File: src/rtl/sdram_mport_arbiter.sv
// sdram_mport_arbiter: N-port front end for the single-client SDRAM controller.
// Grants one client burst at a time (round robin), forwards the burst request to the
// controller, counts per-word acks for end of burst and routes acks/read data back.
// Optional macro SDRAM_ARB_PRIO_EN: port 0 wins arbitration whenever it requests;
// the remaining ports keep round robin among themselves.
module sdram_mport_arbiter #(
  parameter int NUM_PORTS = 4,
  parameter int ADDR_W    = 24,
  parameter int DATA_W    = 16,
  parameter int LEN_W     = 10
) (
  input  logic                        sys_clk_i,
  input  logic                        rst_n_i,
  input  logic                        sdram_init_end_i,
  input  logic [NUM_PORTS-1:0]        port_req_i,
  input  logic [NUM_PORTS-1:0]        port_wr_i,
  input  logic [NUM_PORTS*ADDR_W-1:0] port_addr_i,
  input  logic [NUM_PORTS*LEN_W-1:0]  port_len_i,
  input  logic [NUM_PORTS*DATA_W-1:0] port_wr_data_i,
  output logic [NUM_PORTS-1:0]        port_ack_o,
  output logic [DATA_W-1:0]           port_rd_data_o,
  output logic [NUM_PORTS-1:0]        port_done_o,
  output logic [NUM_PORTS-1:0]        port_grant_o,
  output logic                        sdram_wr_req_o,
  output logic                        sdram_rd_req_o,
  output logic [ADDR_W-1:0]           sdram_wr_addr_o,
  output logic [ADDR_W-1:0]           sdram_rd_addr_o,
  output logic [LEN_W-1:0]            sdram_wr_length_o,
  output logic [LEN_W-1:0]            sdram_rd_length_o,
  output logic [DATA_W-1:0]           sdram_wr_data_o,
  input  logic                        sdram_wr_ack_i,
  input  logic                        sdram_rd_ack_i,
  input  logic [DATA_W-1:0]           sdram_rd_data_i
);

  localparam int unsigned NP    = NUM_PORTS;
  localparam int          PTR_W = (NUM_PORTS > 1) ? $clog2(NUM_PORTS) : 1;

  localparam logic [1:0] ST_IDLE  = 2'd0;
  localparam logic [1:0] ST_ARB   = 2'd1;
  localparam logic [1:0] ST_BURST = 2'd2;
  localparam logic [1:0] ST_DONE  = 2'd3;

  logic [1:0]        state;
  logic [PTR_W-1:0]  rr_ptr;
  logic [PTR_W-1:0]  gidx;
  logic              gwr;
  logic [ADDR_W-1:0] gaddr;
  logic [LEN_W-1:0]  glen;
  logic [LEN_W-1:0]  cnt;

  logic              found;
  logic [PTR_W-1:0]  pick;
  logic [PTR_W-1:0]  probe;
  logic [NUM_PORTS-1:0] rr_req;
  int unsigned       slot;
  logic [LEN_W-1:0]  pick_len;
  logic [NUM_PORTS-1:0] gsel;

  logic in_burst;
  logic dir_ack;
  logic last_word;

  // Pick the first requester at or after rr_ptr+1 (port 0 first when prioritised)
  always_comb begin
    found  = 1'b0;
    pick   = '0;
    probe  = '0;
    slot   = 0;
    rr_req = port_req_i;
`ifdef SDRAM_ARB_PRIO_EN
    rr_req[0] = 1'b0;
    if (port_req_i[0]) found = 1'b1;
`endif
    for (int unsigned i = 0; i < NP; i++) begin
      slot  = (32'(rr_ptr) + 32'd1 + i) % NP;
      probe = PTR_W'(slot);
      if (!found && rr_req[probe]) begin
        found = 1'b1;
        pick  = probe;
      end
    end
  end

  assign pick_len = port_len_i[pick*LEN_W +: LEN_W];

  // One-hot view of the latched grant index
  always_comb begin
    gsel       = '0;
    gsel[gidx] = 1'b1;
  end

  assign in_burst  = (state == ST_BURST);
  assign dir_ack   = in_burst & (gwr ? sdram_wr_ack_i : sdram_rd_ack_i);
  // Request drops in the cycle of the final ack so the controller never starts another burst
  assign last_word = dir_ack & (cnt == glen - LEN_W'(1));

  assign sdram_wr_req_o    = in_burst & gwr & ~last_word;
  assign sdram_rd_req_o    = in_burst & ~gwr & ~last_word;
  assign sdram_wr_addr_o   = gaddr;
  assign sdram_rd_addr_o   = gaddr;
  assign sdram_wr_length_o = glen;
  assign sdram_rd_length_o = glen;
  assign sdram_wr_data_o   = in_burst ? port_wr_data_i[gidx*DATA_W +: DATA_W] : '0;

  assign port_grant_o   = (in_burst || state == ST_DONE) ? gsel : '0;
  assign port_ack_o     = dir_ack ? gsel : '0;
  assign port_done_o    = (state == ST_DONE) ? gsel : '0;
  assign port_rd_data_o = sdram_rd_data_i;

  // Sequencer: wait for init, arbitrate, count burst words, retire the grant
  always_ff @(posedge sys_clk_i or negedge rst_n_i) begin
    if (!rst_n_i) begin
      state  <= ST_IDLE;
      rr_ptr <= PTR_W'(NP - 1);
      gidx   <= '0;
      gwr    <= 1'b0;
      gaddr  <= '0;
      glen   <= '0;
      cnt    <= '0;
    end else begin
      case (state)
        ST_IDLE: begin
          if (sdram_init_end_i) state <= ST_ARB;
        end
        ST_ARB: begin
          if (found) begin
            gidx  <= pick;
            gwr   <= port_wr_i[pick];
            gaddr <= port_addr_i[pick*ADDR_W +: ADDR_W];
            glen  <= pick_len;
            cnt   <= '0;
            state <= (pick_len == '0) ? ST_DONE : ST_BURST;
          end
        end
        ST_BURST: begin
          if (dir_ack) begin
            if (last_word) begin
              cnt   <= '0;
              state <= ST_DONE;
            end else begin
              cnt <= cnt + LEN_W'(1);
            end
          end
        end
        ST_DONE: begin
`ifdef SDRAM_ARB_PRIO_EN
          if (gidx != '0) rr_ptr <= gidx;
`else
          rr_ptr <= gidx;
`endif
          state <= ST_ARB;
        end
        default: state <= ST_IDLE;
      endcase
    end
  end

endmodule
File: config.mk
export PLATFORM = sky130hd
export DESIGN_NAME = sdram_mport_arbiter
export DESIGN_NICKNAME = d
export VERILOG_FILES = /design/src/rtl/sdram_mport_arbiter.sv
export SDC_FILE = /design/constraint.sdc
export NUM_CORES = 1
export LEC_CHECK = 0
export ABC_AREA = 1
export BUFFER_PORTS_ARGS = -buffer_cell sky130_fd_sc_hd__buf_4
export CORE_AREA = 2 2 134 136
export CTS_CLUSTER_SIZE = 10
export DETAILED_ROUTE_END_ITERATION = 7
export DIE_AREA = 0 0 136 138
export PLACE_DENSITY = 0.66
export REMOVE_ABC_BUFFERS = 1
export SYNTH_ARGS = -nofsm -noshare
export SYNTH_HDL_FRONTEND = slang
export SYNTH_SLANG_ARGS = --single-unit
File: constraint.sdc
create_clock -name sys_clk_i -period 6.65 [get_ports sys_clk_i]
set_input_delay 0.3325 -clock sys_clk_i [delete_from_list [all_inputs] [get_ports sys_clk_i]]
set_output_delay 0.3325 -clock sys_clk_i [all_outputs]
set_load 0.05 [all_outputs]
======== Word-level counts from Yosys, hierarchy flattened ========
Index checks and enable logic that the tools add are counted.
word-level totals
  bits in registers ....................... 51
  bits in latches ......................... 0
  RAM bits ................................ 0
  bits in read-only memories .............. 0
  bits of input ports ..................... 229
  output and inout port bits .............. 114
  memories ................................ 0
cells by class
  add/sub/neg operators ................... 6
  multiply operators ...................... 2
  divide/modulo/power cells ............... 0
  order comparisons ....................... 7
  equality and inequality tests ........... 8
  shift-type cells ........................ 3
  mux-type cells .......................... 35
  bitwise gates (word level) .............. 8
  reduce and logical (&&, ||, !) cells .... 14
operators with widths
  operator                                                                 number
  96-bit by 8-bit variable part select with 24-bit output                  1
  64-bit by 7-bit variable part select with 16-bit output                  1
  40-bit by 7-bit variable part select with 10-bit output                  1
  10-bit two-way mux                                                       3
  10-bit one-hot mux with 2 select lines                                   1
  2-bit by 3-bit < comparator with 1-bit output, second input constant     6
  16-bit two-way mux                                                       1
  2-bit two-way mux                                                        8
  1-bit two-way mux                                                        12
  4-bit two-way mux                                                        3
  10-bit by 1-bit adder with 10-bit output, second input constant          1
  1-bit binary-select mux with 2-bit select                                5
  10-bit equality test                                                     1
  10-bit logical NOT                                                       1
  10-bit by 1-bit subtractor with 10-bit output, second input constant     1
  2-bit one-hot mux with 4 select lines                                    1
  1-bit bitwise AND                                                        6
  2-bit by 3-bit multiplier with 5-bit output, second input constant       1
  2-bit by 1-bit adder with 2-bit output, second input constant            2
  2-bit adder, second input constant                                       2
  2-bit equality test, second input constant                               2
  1-bit logical AND                                                        4
  2-bit by 2-bit multiplier with 4-bit output, second input constant       1
  2-bit by 1-bit inequality test with 1-bit output, second input constant  2
  12 further kinds                                                         16

======== Longest topological paths before layout ========
  depth in word-level cells ............... 19
  depth in mapped cells ................... 19
  mapped depth without buffers ............ 18

======== Worst setup path before layout ========
No wires, ideal clock.
  kind .................................... reg2out
  from .................................... reg glen[0], in the netlist sdram_rd_length_o[0]
  to ...................................... out sdram_rd_req_o
  data arrival time ....................... 2304 ps
  path slack .............................. 4014 ps
  stages on the path, launching flop included .. 10
  cells stage by stage .................... dfrtp_1 > inv_1 > ha_1 > nand2_1 > xor2_1 > xor2_1 > a21oi_1 > nand4_1 > nand2_1 > nor2_1
between the ends
  longest elaborated chain between the ends .. 5
ends and longest elaborated chain
  what                                           RTL line  source
  start: declaration                             49        logic [LEN_W-1:0] glen;
  start signal: assignment                       131       glen <= pick_len;
  10-bit by 1-bit subtractor with 10-bit output  96        assign last_word = dir_ack & (cnt == glen - LEN_W'(1));
  10-bit equality test                           96
  1-bit bitwise AND                              96
  1-bit NOT                                      99        assign sdram_rd_req_o = in_burst & ~gwr & ~last_word;
  1-bit bitwise AND                              99
  end: declaration                               25        output logic sdram_rd_req_o,
No other way between the ends.

======== Final worst setup path ========
  from .................................... reg rr_ptr[0]
  to ...................................... reg gaddr[16], in the netlist sdram_rd_addr_o[16]
between the ends
  longest elaborated chain between the ends .. 15
  elaborated cells between the ends (all ways) .. 29
  classes of those cells .................. add/sub (4); mul (1); shift (1); mux (16); reduce/logical (7)
ends and longest elaborated chain
  what                                                                                                  RTL line  source
  start: declaration                                                                                    45        logic [PTR_W-1:0] rr_ptr;
  start signal: assignment                                                                              115       rr_ptr <= PTR_W'(NP - 1);
  start signal: assignment                                                                              150       rr_ptr <= gidx;
  2-bit by 1-bit adder with 2-bit output (*)                                                            76        slot = (32'(rr_ptr) + 32'd1 + i) % NP;
  parallel branches: the longest is 14 deep, another holds 2-bit by 2-bit multiplier with 4-bit output  --
  end signal: assignment                                                                                130       gaddr <= port_addr_i[pick*ADDR_W +: ADDR_W];
  end: declaration                                                                                      48        logic [ADDR_W-1:0] gaddr;
Every way passes the cells marked *. The select of a mux whose other input is x is not followed.
A chain may end at the register's enable or synchronous reset.

==> flow_metrics.tcl <==
set metrics [dict create \
    setup_viol 0 \
    overflow 0 \
    max_cap_viol_count 0 \
    fill_cells 1891 \
    detailed_place_hpwl_mm 14.9 \
    worstPathCellList "inv_8, nand2_2, nand3_2, nand2_4, nor2_8, nand2_1, nor2_1, inv_1, nand2_2, inv_1, nand2_1, o311ai_1" \
    coreArea_mm2 0.0175 \
    final.setup_skew_ps 9.16 \
    die_width_um 136 \
    worst-endpoint-arrival_ps 3820 \
    crit_path_start_kind "flop" \
    path_class "flop to flop" \
    cts_inserted_buffers 5 \
    ys_dominant_reg_cell "dfrtp_1" \
    critPathMaxStageDelay_ps 960 \
    cts.sinks 51 \
    power.leakage_nw 3.46 \
    port-buffer-count 310 \
    routed-via-count 5588 \
    nNetsFinal 1176 \
    tightestPinTransition_ps 1150 \
    status "finished, final reports clean" \
    routed_wirelength_mm 18.9 \
    syn_to_final_growth_pct 46.3 \
    first_iter_violations 164 \
    intPower_mw 1.62 \
    vdd_ir_drop_max_v 0.000246 \
    detail_route.wirelength.met1_mm 7.26 \
    slew_headroom_pct 22.7 \
    finalSetupTns_ps 0 \
    number_of_instances_in_the_synthesized_netlist 708 \
    synth_seq_cells 51 \
    clock.fmax_mhz 276 \
    maximum_number_of_pins_on_one_net_before_global_route_repair 73 \
    global_route_wire_length_before_repair_mm 28.6 \
    clk_pin_slew_worst_paths_ps 80 \
    grt_usage_pct 19.3 \
    die-height_um 138 \
    final_hold_viol_count 0 \
    fp.dieArea_mm2 0.0188 \
    timing.critical_path.buf_inv 3 \
    finalPower_mw 4.39 \
    final_period_minus_worst_setup_slack_ps 3620 \
    drt-pass1-iter-count 5 \
    ys_seq_area_share_pct 26.8 \
    edff_count_synth 0 \
    synth_largest_area_cell "dfrtp_1" \
    regToRegStartpoint "rr_ptr[0]" \
    synth.area.top_cells "dfrtp_1, nor2_1, nand2_1" \
    number_of_global_route_vias_before_repair 5455 \
    netSwitchingFraction_pct 63.1 \
    routed-wl-met2_mm 9.51 \
    netlist.area_leader.share_pct 25.7 \
    post-route-drc-count 0 \
    synth.cell_area_mm2 0.00478 \
    clock_tree.root_cell "clkbuf_16" \
    clock_tree.buffer_depth 2 \
    core.rowCount 49 \
    power.share.combinational_pct 79.3 \
    ctsResizeCount 0 \
    cellPowerDensity_mw_per_mm2 628 \
    routed_vias_inst 4.77 \
    ios 343 \
    dp_slack_ps 2910 \
    critical_path_peak_fanout 39 \
    post_drt_wl_per_cell_um 16.1 \
    postLayoutCoreUtil_pct 39.9 \
    final_critical_path_setup_slack_ps 3030 \
    cts-hold-fix-buffers 0 \
    crit_family "simple AND/OR/NAND/NOR gates" \
    routabilityCongestion 0.805 \
    clock_tree_from_tritoncts "yes" \
    timing.hold.worst.class "input port to async pin" \
    yosys_warnings 0 \
    synthDistinctLibCells 44 \
    share_clk_of_total_power_pct 6.3 \
    initial_core_utilization_pct 27.2 \
    antennaDiodeCount 0 \
    period_share_pct 54.5 \
    residual_antenna_violating_net_count_after_detailed_routing 0 \
    clkLatencyLatePin_ps 300 \
    ys_async_sr_fraction_pct 100 \
    layout-drive-gt1-share_pct 38.3 \
    avgSynthCellArea_um2 6.75 \
    cell_with_the_largest_stage_delay_on_the_worst_path "inv_1" \
    crit_path_end_kind "flop" \
    part_of_the_power_in_registers_pct 14.4 \
    setup_repair_after_global_routing_missed_its_margin "false" \
    final-max-slew-violation-count 0 \
    switching_power_mw 2.77 \
    htree_levels 2 \
    top_signal_layer_used "met4" \
    antenna_found_initial 0 \
    dr_wl_met3_mm 1.81 \
    worstSetupStartpoint "rr_ptr[0]" \
    timing.critical_path.required_ps 6850 \
    post_cts.repair.setup_buffers 0 \
]
[worst reg2reg max path: cells and delay by family (launching register included)]
family,cells,cell delay [ps]
buffers and inverters,3,1130
flip-flops,1,700
AO/OA/AOI/OAI,1,420
AND/OR/NAND/NOR,8,1280
[cells in the mapped netlist (5+ instances only)]
cell type	n
ha_1	6
xor2_1	13
a21oi_1	6
clkbuf_1	12
a31oi_1	33
nor3_1	7
o21a_1	8
nand2_2	13
nand2_1	108
nand3_1	78
o21ai_0	54
o21ai_1	5
nand2_4	7
buf_4	50
inv_1	40
a22oi_1	16
dfrtp_1	49
inv_2	5
o311ai_1	9
buf_6	5
buf_2	14
nor2_1	133
[flip-flops by register name, indices dropped and copies added (netlist names)]
| register | cells |
|---|---|
| sdram_rd_addr_o | 24 |
| cnt | 10 |
| sdram_rd_length_o | 10 |
| gidx | 2 |
| rr_ptr | 2 |
| state | 2 |
| gwr | 1 |
[final cells by class]
cell class	instances	area, um2	share of cell area [%]
multi-input combinational	524	2740	39.3
timing repair buffer	312	2340	33.5
sequential	51	1280	18.3
tap	229	287	4.10
inverter	47	184	2.63
clock buffer	5	125	1.79
clock inverter	3	28.8	0.412
[layout by cell type, fill, tap and decap left out, drive strengths merged, types with 2 or more instances in the layout]
cell / n
xor2: 13
dfstp: 2
xnor2: 4
dfrtp: 49
o21ai: 61
nand4: 2
a21oi: 8
nor3: 7
nor2: 135
clkinv: 3
inv: 47
o311ai: 9
nand2: 129
ha: 6
o22ai: 2
o21a: 8
clkbuf: 5
a22oi: 16
a31oi: 33
nand3: 83
nor3b: 3
buf: 312
[per-stage QoR]
step	hold WS, ps	instances	instance area (um2)
after floorplan	36.9	622	4210
after global placement	418	1163	6840
after detailed placement	415	1163	6840
after CTS	88.6	1171	6990
after global routing	102	1171	6990
final	60.0	1171	6990
[worst paths after layout]
kind | to | slack (ps) | cells after the start
setup / recovery | sdram_rd_addr_o[16] | 3030 | 12
hold reg to reg | cnt[9] | 520 | 1
max in group asynchronous | sdram_rd_addr_o[7] | 6140 | 1
min in group sys_clk_i | sdram_rd_addr_o[11] | 290 | 3
setup reg to reg | sdram_rd_addr_o[16] | 3030 | 12
hold / removal | cnt[8] | 60 | 1
[power groups by stage]
| stage | combinational [mW] | sequential (mW) | clock, mW |
|---|---|---|---|
| finish | 3.48 | 0.632 | 0.276 |
| global route | 3.79 | 0.654 | 0.295 |
| CTS | 3.51 | 0.637 | 0.282 |
| detailed placement | 3.51 | 0.644 | 0 |
| global placement | 3.48 | 0.639 | 0 |
| floorplan | 1.69 | 1.33 | 0 |
[logic make-up (layout without fill, tap and decap cells)]
group	after synthesis	in the layout	synth area share (%)
AO/OA/AOI/OAI	140	140	18.2
XOR/XNOR	17	17	3.12
adder cells (fa/ha/maj)	6	6	1.57
buffers and inverters	133	367	15.8
flip-flops	51	51	26.8
AND/OR/NAND/NOR	361	361	34.6
[metal layers]
metal  global-route usage, %  vias to the layer above
met1                    22.1                     2502
met2                    35.2                      282
li1                        -                     2788
met5                       0                        -
met3                    5.21                       16
met4                    4.39                        0
Note: power is estimated with default switching activity, not from simulation.
